===== src/rtl/sap_core_param.sv =====
// sap_core_param: parametrised SAP core (PC, MAR, IR, A, B, ALU, RAM, microsequencer) sharing one internal bus.
// Define SAP_CALL_EN to add CALL (opcode A) / RET (opcode B) with a single-level return register.

module sap_core_param #(
   parameter int DATA_W   = 8,
   parameter int ADDR_W   = 4,
   parameter int RESET_PC = 0
) (
   input  logic              clk,
   input  logic              rst,
   input  logic              run,
   input  logic              prog_we,
   input  logic [ADDR_W-1:0] prog_addr,
   input  logic [DATA_W-1:0] prog_data,
   output logic              out_valid,
   input  logic              out_ready,
   output logic [DATA_W-1:0] out_data,
   output logic              busy,
   output logic              halted,
   output logic [ADDR_W-1:0] dbg_pc
);

   localparam int              DEPTH   = 2**ADDR_W;
   localparam logic [ADDR_W-1:0] PC_INIT = ADDR_W'(RESET_PC);

   localparam logic [2:0] S_IDLE     = 3'd0;
   localparam logic [2:0] S_T0       = 3'd1;
   localparam logic [2:0] S_T1       = 3'd2;
   localparam logic [2:0] S_T2       = 3'd3;
   localparam logic [2:0] S_T3       = 3'd4;
   localparam logic [2:0] S_T4       = 3'd5;
   localparam logic [2:0] S_OUT_WAIT = 3'd6;
   localparam logic [2:0] S_HALT     = 3'd7;

   localparam logic [3:0] OP_LDA  = 4'h1;
   localparam logic [3:0] OP_ADD  = 4'h2;
   localparam logic [3:0] OP_SUB  = 4'h3;
   localparam logic [3:0] OP_STA  = 4'h4;
   localparam logic [3:0] OP_LDI  = 4'h5;
   localparam logic [3:0] OP_JMP  = 4'h6;
   localparam logic [3:0] OP_JC   = 4'h7;
   localparam logic [3:0] OP_JZ   = 4'h8;
   localparam logic [3:0] OP_OUT  = 4'hE;
   localparam logic [3:0] OP_HLT  = 4'hF;
`ifdef SAP_CALL_EN
   localparam logic [3:0] OP_CALL = 4'hA;
   localparam logic [3:0] OP_RET  = 4'hB;
`endif

   logic [2:0]        state_q, state_d;
   logic [ADDR_W-1:0] pc_q, pc_d;
   logic [ADDR_W-1:0] mar_q, mar_d;
   logic [DATA_W-1:0] ir_q, ir_d;
   logic [DATA_W-1:0] a_q, a_d;
   logic [DATA_W-1:0] b_q, b_d;
   logic              c_q, c_d;
   logic              z_q, z_d;
   logic [DATA_W-1:0] out_data_q, out_data_d;
   logic              out_valid_q, out_valid_d;
`ifdef SAP_CALL_EN
   logic [ADDR_W-1:0] ret_q, ret_d;
`endif

   // NOTE: program RAM has no reset; contents must survive rst, and it maps onto plain RAM macros.
   logic [DATA_W-1:0] mem [DEPTH];

   logic [3:0]        opcode;
   logic [ADDR_W-1:0] operand;
   logic [DATA_W-1:0] pc_ext, operand_ext;
   logic [DATA_W-1:0] mem_rd;
   logic [DATA_W-1:0] bus;
   logic [DATA_W:0]   alu_sum, alu_diff;
   logic [DATA_W-1:0] alu_res;
   logic              alu_c;
   logic              takes_operand;
   logic              sta_we;
   logic              mem_we;
   logic [ADDR_W-1:0] mem_waddr;
   logic [DATA_W-1:0] mem_wdata;

   assign opcode      = ir_q[DATA_W-1 -: 4];
   assign operand     = ir_q[ADDR_W-1:0];
   assign pc_ext      = {{(DATA_W-ADDR_W){1'b0}}, pc_q};
   assign operand_ext = {{(DATA_W-ADDR_W){1'b0}}, operand};
   assign mem_rd      = mem[mar_q];

   // The sum/difference carry one extra bit so carry-out and borrow fall out directly.
   assign alu_sum  = {1'b0, a_q} + {1'b0, b_q};
   assign alu_diff = {1'b0, a_q} - {1'b0, b_q};

   always_comb begin
      if (opcode == OP_SUB) begin
         alu_res = alu_diff[DATA_W-1:0];
         alu_c   = ~alu_diff[DATA_W];
      end else begin
         alu_res = alu_sum[DATA_W-1:0];
         alu_c   = alu_sum[DATA_W];
      end
   end

   always_comb begin
      case (opcode)
         OP_LDA, OP_ADD, OP_SUB, OP_STA,
         OP_LDI, OP_JMP, OP_JC, OP_JZ: takes_operand = 1'b1;
`ifdef SAP_CALL_EN
         OP_CALL:                      takes_operand = 1'b1;
`endif
         default:                      takes_operand = 1'b0;
      endcase
   end

   // Single-driver internal bus; idle cycles drive zero.
   always_comb begin
      bus = '0;
      case (state_q)
         S_T0: bus = pc_ext;
         S_T1: bus = mem_rd;
         S_T2: begin
            if (opcode == OP_OUT) bus = a_q;
            else if (takes_operand) bus = operand_ext;
         end
         S_T3: bus = (opcode == OP_STA) ? a_q : mem_rd;
         S_T4: bus = alu_res;
         default: bus = '0;
      endcase
   end

   // NOTE: every signal assigned here gets a default first, otherwise synthesis infers latches.
   always_comb begin
      state_d     = state_q;
      pc_d        = pc_q;
      mar_d       = mar_q;
      ir_d        = ir_q;
      a_d         = a_q;
      b_d         = b_q;
      c_d         = c_q;
      z_d         = z_q;
      out_data_d  = out_data_q;
      out_valid_d = out_valid_q;
      sta_we      = 1'b0;
`ifdef SAP_CALL_EN
      ret_d       = ret_q;
`endif
      case (state_q)
         S_IDLE: if (run) state_d = S_T0;
         S_T0: begin
            mar_d   = bus[ADDR_W-1:0];
            state_d = S_T1;
         end
         S_T1: begin
            ir_d    = bus;
            pc_d    = pc_q + ADDR_W'(1);
            state_d = S_T2;
         end
         S_T2: begin
            state_d = S_T0;
            case (opcode)
               OP_LDA, OP_ADD, OP_SUB, OP_STA: begin
                  mar_d   = bus[ADDR_W-1:0];
                  state_d = S_T3;
               end
               OP_LDI: a_d = bus;
               OP_JMP: pc_d = bus[ADDR_W-1:0];
               OP_JC:  if (c_q) pc_d = bus[ADDR_W-1:0];
               OP_JZ:  if (z_q) pc_d = bus[ADDR_W-1:0];
               OP_OUT: begin
                  out_data_d  = bus;
                  out_valid_d = 1'b1;
                  state_d     = S_OUT_WAIT;
               end
               OP_HLT: state_d = S_HALT;
`ifdef SAP_CALL_EN
               OP_CALL: begin
                  ret_d = pc_q;
                  pc_d  = bus[ADDR_W-1:0];
               end
               OP_RET: pc_d = ret_q;
`endif
               default: ;
            endcase
         end
         S_T3: begin
            state_d = S_T0;
            case (opcode)
               OP_LDA: a_d = bus;
               OP_STA: sta_we = 1'b1;
               default: begin
                  b_d     = bus;
                  state_d = S_T4;
               end
            endcase
         end
         S_T4: begin
            a_d     = bus;
            z_d     = (bus == '0);
            c_d     = alu_c;
            state_d = S_T0;
         end
         S_OUT_WAIT: begin
            if (out_ready) begin
               out_valid_d = 1'b0;
               state_d     = S_T0;
            end
         end
         S_HALT: ;
         default: state_d = S_IDLE;
      endcase
   end

   // NOTE: state registers use non-blocking assignments so all flops update together at the edge.
   always_ff @(posedge clk or posedge rst) begin
      if (rst) begin
         state_q     <= S_IDLE;
         pc_q        <= PC_INIT;
         mar_q       <= '0;
         ir_q        <= '0;
         a_q         <= '0;
         b_q         <= '0;
         c_q         <= 1'b0;
         z_q         <= 1'b0;
         out_data_q  <= '0;
         out_valid_q <= 1'b0;
      end else begin
         state_q     <= state_d;
         pc_q        <= pc_d;
         mar_q       <= mar_d;
         ir_q        <= ir_d;
         a_q         <= a_d;
         b_q         <= b_d;
         c_q         <= c_d;
         z_q         <= z_d;
         out_data_q  <= out_data_d;
         out_valid_q <= out_valid_d;
      end
   end

`ifdef SAP_CALL_EN
   always_ff @(posedge clk or posedge rst) begin
      if (rst) ret_q <= '0;
      else     ret_q <= ret_d;
   end
`endif

   // Reset forces IDLE asynchronously, so an interrupted STA can never complete its write.
   assign mem_we    = ((state_q == S_IDLE) && prog_we) || sta_we;
   assign mem_waddr = sta_we ? mar_q : prog_addr;
   assign mem_wdata = sta_we ? bus : prog_data;

   always_ff @(posedge clk) begin
      if (mem_we) mem[mem_waddr] <= mem_wdata;
   end

   assign out_valid = out_valid_q;
   assign out_data  = out_data_q;
   assign busy      = (state_q != S_IDLE) && (state_q != S_HALT);
   assign halted    = (state_q == S_HALT);
   assign dbg_pc    = pc_q;

endmodule

===== config.mk =====
export PLATFORM = sky130hd
export DESIGN_NAME = sap_core_param
export DESIGN_NICKNAME = d
export VERILOG_FILES = /design/src/rtl/sap_core_param.sv
export SDC_FILE = /design/constraint.sdc
export NUM_CORES = 1
export LEC_CHECK = 0
export BUFFER_PORTS_ARGS = -buffer_cell sky130_fd_sc_hd__buf_2
export CORE_ASPECT_RATIO = 1.4
export CORE_MARGIN = 2
export CORE_UTILIZATION = 27
export DETAILED_ROUTE_END_ITERATION = 6
export PLACE_DENSITY = 0.44
export RECOVER_POWER = 50
export SKIP_CTS_REPAIR_TIMING = 1
export SLEW_MARGIN = 20
export SYNTH_ARGS = -nofsm -noshare
export SYNTH_HDL_FRONTEND = slang
export SYNTH_SLANG_ARGS = --single-unit

===== constraint.sdc =====
create_clock -name clk -period 7.35 [get_ports clk]
set_input_delay 1.1025 -clock clk [delete_from_list [all_inputs] [get_ports clk]]
set_output_delay 1.1025 -clock clk [all_outputs]
set_load 0.005 [all_outputs]

; Word level (Yosys, flattened, before mapping)
; Memories as Yosys holds them, arrays and structs flattened.
; Cells that the tools add are included.
[word_totals]
register_bits = 46
ram_bits = 128
mem_bits_ro = 16
inputBits = 17
elab_cells = 93
n_memories = 2
[op_classes]
add_sub_neg = 3
eq_ne = 27
mux = 29
n_bitwise = 2
reduce_logical = 20
[mem_list]
columns = memory, depth, width, rd, rd_clocked_by_memory_dff, wr, line_no
row1 = mem, 16, 8, 1, 0, 1, 65  ; logic [DATA_W-1:0] mem [DEPTH];
row2 = (name not given), 16, 1, 1, 0, 0, 102  ; case (opcode)
[ops]
columns = operator, n
row1 = two-way mux 8 bit, 6
row2 = case mux 8 bit (5 select lines), 1
row3 = case mux 8 bit (3 select lines), 1
row4 = case mux 3 bit (7 select lines), 1
row5 = two-way mux 4 bit, 5
row6 = == test 4 x 3 -> 1 bit (second input constant), 4
row7 = case mux 4 bit (2 select lines), 2
row8 = == test 3 bit (second input constant), 4
row9 = == test 4 bit (second input constant), 3
row10 = case mux 4 bit (3 select lines), 1
row11 = adder 8 x 8 -> 9 bit, 1
row12 = two-way mux 3 bit, 3
row13 = inequality test 3 bit (second input constant), 3
row14 = case mux 3 bit (3 select lines), 1
row15 = AND reduction 3 bit, 3
row16 = subtractor 8 x 8 -> 9 bit, 1
row17 = == test 4 x 2 -> 1 bit (second input constant), 2
row18 = logical NOT 8 bit, 1
row19 = two-way mux 1 bit, 7
row20 = nonzero test 7 bit, 1
row21 = == test 3 x 2 -> 1 bit (second input constant), 2
row22 = inequality test 2 x 1 -> 1 bit (second input constant), 3
row23 = inequality test 2 bit (second input constant), 3
row24 = AND reduction 2 bit, 3
row25 = other kinds (14), 19

; Depth between registers and ports, before layout
; Gate-level depths: netlist of run 1.
; An unclocked memory read counts as a cell.
[logic_depth]
depth_word = 7
depth_mapped = 10
depth_no_buf = 10

; Worst setup path after synthesis of run 1
; No wires, ideal clock.
[synth_timing]
path_type = register to register
startpoint = reg a_q[0]
endpoint = mem mem[0][4] (data pin)
setup_time_ps = 330
t_arrival_ps = 2593
slack_ps = 4427
path_stages_with_launch = 10
path_buffers = 0
synth_period_minus_slack_ps = 2923
path_cell_list = dfrtp_1 inv_1 ha_1 fa_1 nor2b_1 o21a_1 nor3_1 nor4b_1 o31ai_4 o21ai_0
[synth_via]
elab_chain_len = 4
[synth_rtl]
columns = element, line_no
row1 = start: declaration, 54  ; logic [DATA_W-1:0] a_q, a_d;
row2 = start signal: assignment, 217  ; a_q <= '0;
row3 = start signal: assignment, 228  ; a_q <= a_d;
row4 = adder 8 x 8 -> 9 bit or subtractor 8 x 8 -> 9 bit (tied branches), "88, 89"
row5 = two-way mux 8 bit *, 92  ; if (opcode == OP_SUB) begin
row6 = case mux 8 bit (5 select lines) *, 115  ; case (state_q)
row7 = two-way mux 8 bit *, 247  ; assign mem_wdata = sta_we ? bus : prog_data;
row8 = via mem_wdata[4], 79  ; logic [DATA_W-1:0] mem_wdata;
row9 = end: declaration, 65
; The timed path passes the listed nets; every way through them passes the cells marked *.

; Final worst setup path of run 1
[layout_timing]
startpoint = reg mar_q[0]
endpoint = mem mem[10][0] (data pin)
[layout_via]
elab_chain_len = 4
[layout_rtl]
columns = element, line_no
row1 = start: declaration, 52  ; logic [ADDR_W-1:0] mar_q, mar_d;
row2 = start signal: assignment, 226  ; mar_q <= mar_d;
row3 = memory read (16 x 8 bit) *, --
row4 = two-way mux 8 bit, 122  ; S_T3: bus = (opcode == OP_STA) ? a_q : mem_rd;
row5 = case mux 8 bit (5 select lines) *, 115
row6 = two-way mux 8 bit *, 247
row7 = via mem_wdata[0], 79
; Marked as above.

==> results.yml, run 1 <==
place:
  dpl_worst_slack_ps: 3632
  place_hpwl_mm: 16.37
  portBuffers: 31
  dp.cells: 1002
  gp_congestion: 0.8139
synth:
  synthCells: 607
  synth_edf_count: 128
  synth_flop_cell: "edfxtp_1"
  syn_nets: 645
  yosys.area.top_type: "edfxtp_1"
  yosysSeqAreaShare_pct: 60.62
  ys_warn_count: 0
  synth_area_mm2: 0.008239
  yosysTopAreaCellShare_pct: 46.65
  ys_ff_latch: 174
  synth.area.top_cells: "edfxtp_1 47%, dfrtp_1 14%, mux4_2 8.7%, nand2_1 3.0%, ha_1 2.9%"
  yosysUniqueCellTypes: 67
  syn_avg_cell_area_um2: 13.57
  postSynth.asyncResetShare_pct: 26.44
global_route:
  grt_antenna_before_repair: 0
  grt_max_degree: 47
  grt_pass1_wl_mm: 34.61
  grt_overflow: 0
  grt_pass1_vias: 5460
  grt_usage_pct: 14.81
route:
  antenna_left: 0
  dr_total_vias: 5220
  firstDrtPassIters: 6
  drcViolationCount: 0
  viasPerCell: 5.053
  wl_per_cell_um: 21.79
  drt-initial-drc-count: 498
  wirelength_mm: 22.51
clock_network:
  cts_made_buffers: 17
  htreeDepth: 4
  cts_tree: "done"
  clock_sinks: 174
  cts-root-buf: "clkbuf_16"
  worstSkewPairLatency_ps: 430
  clk_path_buf_depth: 2
  clk_pin_slew_ps: 70
floorplan:
  die_area_mm2: 0.03195
  die_h_um: 210.7
  num_io_pins: 32
  start_util_pct: 27.44
  coreArea_mm2: 0.03003
  rows: 75
  die_w_um: 151.6
sta:
  slew_headroom_pct: -83.01
  clock_skew_ps: 8.742
  holdWs_ps: 480.2
  tightest_slew_ps: 2745
  slew_viol_final: 76
  rsz0062_at_grt: "false"
  max_freq_mhz: 197.2
  finalSetupTns_ps: 0
  setup_viol: 0
  hold_violations: 0
  setup_ws_ps: 2278
  min_period_ps: 5072
  fin_crit_sh_pct: 69.01
power:
  switching_share_pct: 36.35
  clock_power_share_pct: 26.8
  combPwrFrac_pct: 32.7
  irDropWorstVdd_uv: 194.5
  power.density_mw_per_mm2: 342.4
  p_switching_mw: 1.157
  internal-power_mw: 2.026
  p_leak_nw: 3.208
  seqPwrFrac_pct: 40.5
final_layout:
  syn_to_final_growth_pct: 12.82
  num_antenna_cells: 0
  final_common_cell: "edfxtp_1"
  layout-drive-gt1-share_pct: 18.21
  fillerInstances: 2986
  final_nets: 674
  mostFrequentLayoutCells: "128 x edfxtp_1, 66 x nand2_1, 46 x dfrtp_1"
  fin_util_pct: 30.95
  final_cells: 1033
critical_path:
  r2r-start: "mar_q[0]"
  start_kind: "flip-flop"
  crit_arrival_ps: 5100
  worstSetupPathType: "reg -> reg"
  cp_max_fo: 28
  reg2reg_to: "mem[10][0]"
  ff2ff_path_depth: 7
  crit_required_ps: 7380
  rrSetupSlack_ps: 2280
  end_kind: "flip-flop"
run_status:
  violations: "max-capacitance violations, max-slew violations"
  status: "finished, violations left"
worst_hold_path:
  min_from: "out_data[0]"
  hp-class: "reg -> reg"
  hold_depth: 2
  hold_end: "out_data[0]"
flow_run:
  max_cap_violations: 2
-- worst max path at each step --
stage | depth (start not counted) | end | startpoint
2_1_floorplan | 9 | mem[0][4] | a_q[0]
3_3_place_gp | 5 | mem[15][4] | prog_we
3_5_place_dp | 5 | mem[3][5] | prog_we
4_1_cts | 4 | mem[3][7] | ir_q[6]
5_1_grt | 7 | mem[9][4] | mar_q[0]
6_report | 7 | mem[10][0] | mar_q[0]
-- synth_stat cells, drive strengths merged, types with 2 or more instances --
| cell type | count |
|---|---|
| nor4b | 2 |
| nor3 | 15 |
| nor3b | 8 |
| and2 | 6 |
| nand2 | 67 |
| mux4 | 32 |
| nand3b | 3 |
| a21oi | 22 |
| a31oi | 7 |
| a22o | 2 |
| a211oi | 2 |
| o21a | 3 |
| dfrtp | 46 |
| xor2 | 2 |
| o22ai | 3 |
| nand4b | 3 |
| nor4 | 2 |
| nor2 | 33 |
| and3 | 4 |
| o211ai | 3 |
| o311ai | 2 |
| a222oi | 2 |
| buf | 14 |
| o21ai | 42 |
| mux2i | 6 |
| edfxtp | 128 |
| inv | 21 |
| o41ai | 2 |
| a32o | 5 |
| xnor2 | 2 |
| nand3 | 16 |
| or3b | 2 |
| mux2 | 17 |
| or3 | 2 |
| fa | 2 |
| a22oi | 5 |
| clkbuf | 19 |
| o31ai | 8 |
| nand4 | 2 |
| nor2b | 8 |
| nand2b | 3 |
| ha | 19 |
| a221oi | 2 |
-- layer usage --
metal  up-vias  GRT usage, %  wire length (um)
li1       2371             -                 -
met1      2677         17.62              9018
met2       136         26.93             12170
met3        36         2.419               697
met4         0         4.821               619
met5         -             0                 0
-- metrics by stage --
stage	total power, mW	area [um2]
floorplan	2.059	8239
global placement	2.368	8803
detailed placement	2.383	8815
CTS	3.244	9360
global route	3.381	9295
finish	3.183	9295
-- state kept, by name, summed over array words and instances (netlist names) --
register,cells
out_valid,1
mem,128
ir_q,8
z_q,1
dbg_pc,4
mar_q,4
out_data,8
c_q,1
state_q,3
b_q,8
a_q,8
-- cell type report --
type / instances / area (um2) / area share (%)
tap: 385 / 481.7 / 5.182
inverter: 22 / 82.58 / 0.8884
clock inverter: 13 / 116.4 / 1.252
timing repair buffer: 43 / 207.7 / 2.234
clock buffer: 18 / 429.2 / 4.617
multi-input combinational: 378 / 2983 / 32.09
sequential: 174 / 4995 / 53.74
-- power groups by stage --
stage	logic [mW]	clock network, mW	registers [mW]
global route	1.16	0.912	1.31
floorplan	0.834	0	1.22
finish	1.04	0.853	1.29
detailed placement	1.08	0	1.31
global placement	1.06	0	1.30
CTS	1.08	0.875	1.29
-- worst max-delay path: stages, from the launching register on --
cell      delay [ps]
dfrtp_1          320
clkbuf_1        1520
mux4_2           680
a22oi_1          290
a31oi_1          170
o21ai_0         1060
o21ai_0          170
clkbuf_1         440
-- kinds of logic after synthesis --
| group | after synthesis | synth area share [%] |
|---|---|---|
| AOI/OAI and AO/OA | 119 | 9.977 |
| xor gates and xnor gates | 4 | 0.4253 |
| adders and majority gates | 21 | 3.371 |
| buffers and inverters | 55 | 3.052 |
| DFF | 174 | 60.62 |
| muxes | 55 | 11.80 |
| and+or+nand+nor | 179 | 10.75 |
(Power assumes the default switching activity.)
==> inputs of run 2 (changes only) <==
Settings changed: ABC_AREA from default to 1.
Clock period 7.35 ns to 5.2 ns, I/O delays scaled along.
==> run 2 against run 1 <==
  * The flow still finishes with violations (max-capacitance violations, max-slew violations)
  * Cell count is 32% higher
  * Register-to-register slack worse by 1000 ps
  * First-iteration DRC count is 30% lower
  * Clock skew is 0.62 ps higher
  * Fmax is 28% higher
  * Area after synthesis is 3.9% higher
  * Sequential power is 40% higher
  * Critical endpoint is now mem[4][3]
  * Largest cell class unchanged
==> results.yml, run 2 <==
synth:
  ys_top_cells_by_count: "331 x nand2_1, 129 x nand3_1, 128 x edfxtp_1, 74 x inv_1, 58 x o21ai_0"
  synth.most_common_cell: "nand2_1"
  postSynth.asyncResetShare_pct: 26.44
  yosysTopAreaCellShare_pct: 44.88
  synth_flop_cell: "edfxtp_1"
  synthCells: 933
  synth_area_mm2: 0.008564
  yosysSeqAreaShare_pct: 58.32
  muxShareOfSynthArea_pct: 0
  synth_xor_area_share_pct: 0.2045
  synth_top_family_by_area: "simple AND/OR/NAND/NOR gates"
  ys_ff_latch: 174
  yosys.area.top_type: "edfxtp_1"
  synth-adder-area-share_pct: 3.243
  synth_compound_area_share_pct: 6.165
  synth.area.top_cells: "edfxtp_1 45%, nand2_1 15%, dfrtp_1 13%, nand3_1 7.5%, o21ai_0 3.4%"
  yosysUniqueCellTypes: 40
  syn_avg_cell_area_um2: 9.179
  synthSimpleGateAreaFrac_pct: 25.96
  syn_nets: 971
  ys_warn_count: 0
  synth_edf_count: 128
worst_hold_path:
  hp-class: "reg -> reg"
final_layout:
  fin_util_pct: 30.52
  final_common_cell: "nand2_1"
  final_cell_area_mm2: 0.009587
  mostFrequentLayoutCells: "339 x nand2_1, 131 x nand3_1, 128 x edfxtp_1"
  regMostFlops: "mem"
  fillerInstances: 3357
  seqCellArea_mm2: 0.004996
  multiInputGateArea_mm2: 0.003019
  layout-drive-gt1-share_pct: 8.583
  largest_reg_flops: 128
  final_cells: 1362
  syn_to_final_growth_pct: 11.94
  final_nets: 992
  num_antenna_cells: 0
power:
  fin_total_pwr_mw: 4.972
  switching_share_pct: 41.81
  p_switching_mw: 2.079
  combPwrFrac_pct: 38.5
  clock_power_share_pct: 25.3
  irDropWorstVdd_uv: 331.9
  seqPwrFrac_pct: 36.2
  power.density_mw_per_mm2: 518.6
  p_leak_nw: 4.060
  internal-power_mw: 2.893
route:
  antenna_left: 0
  drcViolationCount: 0
  dr_total_vias: 6441
  firstDrtPassIters: 6
  wirelength_mm: 25.35
  viasPerCell: 4.729
  drt-initial-drc-count: 350
  wl_per_cell_um: 18.62
critical_path:
  worstSetupPathType: "reg -> reg"
  end_kind: "flip-flop"
  cp_cell_sequence: "nand2_1 > nor2_1 > nand2_1 > nand2_1 > nand2_1 > nand2_1 > nor2_2 > nand3_1 > nand2_1 > o21ai_0 > clkbuf_1"
  crit_arrival_ps: 4120
  start_kind: "flip-flop"
  slowest_stage: "nor2_1"
  slowest_delay_ps: 630
  cp_max_fo: 19
  crit_top_cell: "nand2_1"
  crit_required_ps: 5340
global_route:
  grt_max_degree: 63
  grt_overflow: 0
  grt_antenna_before_repair: 0
  grt_pass1_vias: 6328
  grt_pass1_wl_mm: 38.99
  grt_usage_pct: 15.85
place:
  place_hpwl_mm: 17.23
  dpl_cell_area_mm2: 0.009069
  dp.cells: 1330
  gp_congestion: 0.8042
  portBuffers: 31
floorplan:
  die_area_mm2: 0.03318
  num_io_pins: 32
  rows: 77
  die_h_um: 214.7
  coreArea_mm2: 0.03141
  die_w_um: 154.5
  start_util_pct: 27.27
sta:
  setup_viol: 0
  finalSetupTns_ps: 0
  fin_crit_sh_pct: 76.36
  rsz0062_at_grt: "false"
  clock_skew_ps: 9.358
  min_period_ps: 3971
  max_freq_mhz: 251.8
  slew_viol_final: 47
  hold_violations: 0
  tightest_slew_ps: 2623
  slew_headroom_pct: -74.89
clock_network:
  clock_sinks: 174
  cts_made_buffers: 17
  htreeDepth: 4
  cts-root-buf: "clkbuf_16"
  clk_path_buf_depth: 2
  worstSkewPairLatency_ps: 450
  clk_pin_slew_ps: 70
  cts_tree: "done"
run_status:
  violations: "max-capacitance violations, max-slew violations"
  status: "finished, violations left"
flow_run:
  max_cap_violations: 1
==> run 2: cell count changes in the layout (fill, tap and decap cells not counted), moves of 12 or more <==
cell	before	now
inv_1	20	75
mux2_2	17	0
mux4_2	32	0
nand2_1	66	339
nand3_1	16	131
o21ai_0	41	53
==> run 2: kinds of logic after synthesis <==
kind of cell / Yosys count
AND/OR/NAND/NOR: 525
flip-flops: 174
AO/OA/AOI/OAI: 92
adder cells (fa/ha/maj): 21
XOR/XNOR: 2
buffers and inverters: 119
==> run 2: metrics by stage <==
stage	setup slack, ps	hold WS, ps
after floorplan	2595	443.9
after global placement	1732	469.6
after detailed placement	1732	459.9
after CTS	1718	474.9
after global routing	852.7	496.8
final	1229	477.6
==> run 2: cell type report <==
type | count | share of cell area (%)
Inverter | 83 | 3.302
Tap cell | 395 | 5.155
Clock inverter | 15 | 1.514
Multi-Input combinational cell | 640 | 31.49
Timing Repair Buffer | 38 | 1.984
Clock buffer | 17 | 4.437
Sequential cell | 174 | 52.11
==> run 2: worst paths after layout <==
| check | slack, ps | from | endpoint | depth (start not counted) |
|---|---|---|---|---|
| setup / recovery | 1230 | state_q[1] | mem[4][3] | 11 |
| max in group asynchronous | 2220 | rst | mar_q[0] | 3 |
| hold reg to reg | 480 | out_valid | out_valid | 2 |
| min in group asynchronous | 1300 | rst | dbg_pc[0] | 3 |
| hold / removal | 480 | out_valid | out_valid | 2 |
| setup reg to reg | 1230 | state_q[1] | mem[4][3] | 11 |
==> run 2: worst max-delay path: cells and delay by family, from the launching register on <==
family | cells | cell delay, ps
AOI/OAI and AO/OA | 1 | 260
buffers and inverters | 1 | 570
DFF | 1 | 420
and+or+nand+nor | 9 | 2410
==> run 2: metal layers <==
| metal | vias to the layer above | routed length [um] | global-route usage, % |
|---|---|---|---|
| li1 | 3149 | - | - |
| met1 | 3105 | 10400 | 18.87 |
| met2 | 143 | 13330 | 28.17 |
| met3 | 44 | 818 | 2.581 |
| met4 | 0 | 806 | 6.667 |
| met5 | - | 0 | 0 |
==> run 2: power groups by stage <==
stage / combinational (mW) / clock (mW) / sequential [mW]
floorplan: 1.42 / 0 / 1.75
global placement: 1.95 / 0 / 1.83
detailed placement: 1.95 / 0 / 1.83
CTS: 1.96 / 1.29 / 1.80
global route: 2.17 / 1.35 / 1.82
finish: 1.91 / 1.26 / 1.80
==> inputs of run 3 (changes only) <==
Settings changed: PLACE_DENSITY 0.44 to 0.46.
Clock period 5.2 ns to 3.3 ns, I/O delays scaled along.
==> run 3 against run 2 <==
  * Sequential power is 56% higher
  * The run still ends with max-capacitance violations, max-slew violations left
  * Core utilization increased by 0.73 points
  * Clock power grew 59%
  * Die area stayed put
  * Highest routed layer unchanged
  * Sequential share of layout area shrank 1.2 points
  * Total power increased by 60%
  * Flip-flop and latch count stayed put
==> results.yml, run 3 (synthesized netlist as in run 2, its figures left out) <==
sta:
  hold_violations: 0
  tightest_slew_ps: 2127
  slew_headroom_pct: -42.56
  min_period_ps: 2850
  rsz0062_at_grt: "false"
  fin_crit_sh_pct: 86.37
  setup_viol: 0
  finalSetupTns_ps: 0
  clock_skew_ps: 9.249
  max_freq_mhz: 350.8
  slew_viol_final: 47
worst_hold_path:
  hp-class: "in -> reg"
  hold_depth: 4
power:
  fin_total_pwr_mw: 7.954
  seqPwrFrac_pct: 35.2
  combPwrFrac_pct: 39.6
  switching_share_pct: 40.71
  p_switching_mw: 3.238
  power.density_mw_per_mm2: 810.4
  irDropWorstVdd_uv: 404.5
  p_leak_nw: 4.204
  internal-power_mw: 4.716
  clock_power_share_pct: 25.1
route:
  wl_per_cell_um: 17.48
  drcViolationCount: 0
  firstDrtPassIters: 6
  antenna_left: 0
  drt-initial-drc-count: 381
  dr_total_vias: 6428
  viasPerCell: 4.634
  wirelength_mm: 24.25
final_layout:
  num_antenna_cells: 0
  fin_util_pct: 31.25
  fillerInstances: 3352
  layout-drive-gt1-share_pct: 10.28
  final_common_cell: "nand2_1"
  largest_reg_flops: 128
  syn_to_final_growth_pct: 14.59
  regMostFlops: "mem"
  final_nets: 1017
  mostFrequentLayoutCells: "334 x nand2_1, 130 x nand3_1, 128 x edfxtp_1"
floorplan:
  rows: 77
  coreArea_mm2: 0.03141
  num_io_pins: 32
  start_util_pct: 27.27
  die_h_um: 214.7
  die_area_mm2: 0.03318
  die_w_um: 154.5
critical_path:
  crit_required_ps: 3370
  start_kind: "flip-flop"
  end_kind: "flip-flop"
  worstSetupPathType: "reg -> reg"
  ff2ff_path_depth: 8
  crit_arrival_ps: 2920
  cp_max_fo: 27
run_status:
  status: "finished, violations left"
  violations: "max-capacitance violations, max-slew violations"
clock_network:
  worstSkewPairLatency_ps: 430
  clock_sinks: 174
  htreeDepth: 4
  clk_pin_slew_ps: 70
  cts-root-buf: "clkbuf_16"
  cts_tree: "done"
  clk_path_buf_depth: 2
  cts_made_buffers: 17
global_route:
  top_usage_layer: "met2"
  grt_antenna_before_repair: 0
  grt_overflow: 0
  grt_pass1_wl_mm: 37.16
  grt_max_degree: 69
  grt_usage_pct: 14.90
  use_met1_pct: 17.43
  met3_usage_pct: 2.339
  grtUsageMet2_pct: 27.14
  grt_pass1_vias: 6315
place:
  gp_congestion: 0.9052
  portBuffers: 31
  place_hpwl_mm: 17.04
flow_run:
  max_cap_violations: 1
==> run 3: final timing paths <==
check / end / from / slack (ps)
worst max-delay path: mem[8][5] / ir_q[7] / 450
min in group asynchronous: out_data[0] / rst / 610
worst min register to register: out_valid / out_valid / 490
worst max register to register: mem[8][5] / ir_q[7] / 450
worst min-delay path: out_valid / out_ready / 330
max in group asynchronous: mar_q[0] / rst / 1610
==> run 3: area by class of cell <==
type                            instances  area [um2]  share of cell area, %
Clock buffer                           23       513.0                  5.227
Clock inverter                          9       78.83                 0.8032
Inverter                               83       317.8                  3.238
Multi-Input combinational cell        640        3029                  30.86
Sequential cell                       174        4996                  50.91
Tap cell                              395       494.2                  5.036
Timing Repair Buffer                   63       385.4                  3.927
==> run 3: critical path, stage by stage (launching register included) <==
cell and delay, ps:
dfrtp_1 430, inv_1 110, nand2_1 90, nor2_1 350
nand2_4 280, o21ai_0 370, nand3_1 220, nor2_1 140
clkbuf_1 470
==> run 3: power groups by stage <==
stage                     registers, mW  logic [mW]  clock network, mW
after CTS                          2.81        3.23               2.05
after detailed placement           2.85        3.22                  0
after global placement             2.85        3.22                  0
after floorplan                    2.75        2.24                  0
after global routing               2.83        3.54               2.12
final                              2.80        3.15               2.00
==> run 3: through the flow <==
stage | worst slack [ps] | cell area, um2 | hold WS [ps] | instances
CTS | 594.6 | 9878 | 307.2 | 1387
global placement | 628.6 | 9286 | 466.2 | 1355
detailed placement | 626.1 | 9286 | 472.1 | 1355
floorplan | 695.1 | 8564 | 443.9 | 933
global route | 246.1 | 9814 | 334.8 | 1387
finish | 449.7 | 9814 | 330.9 | 1387
==> run 3: metal layers <==
metal  routed length [um]  share of wire, %
met5                    0                 0
met4                  608               2.5
met3                  775               3.2
met2                12950                53
met1                 9913                41
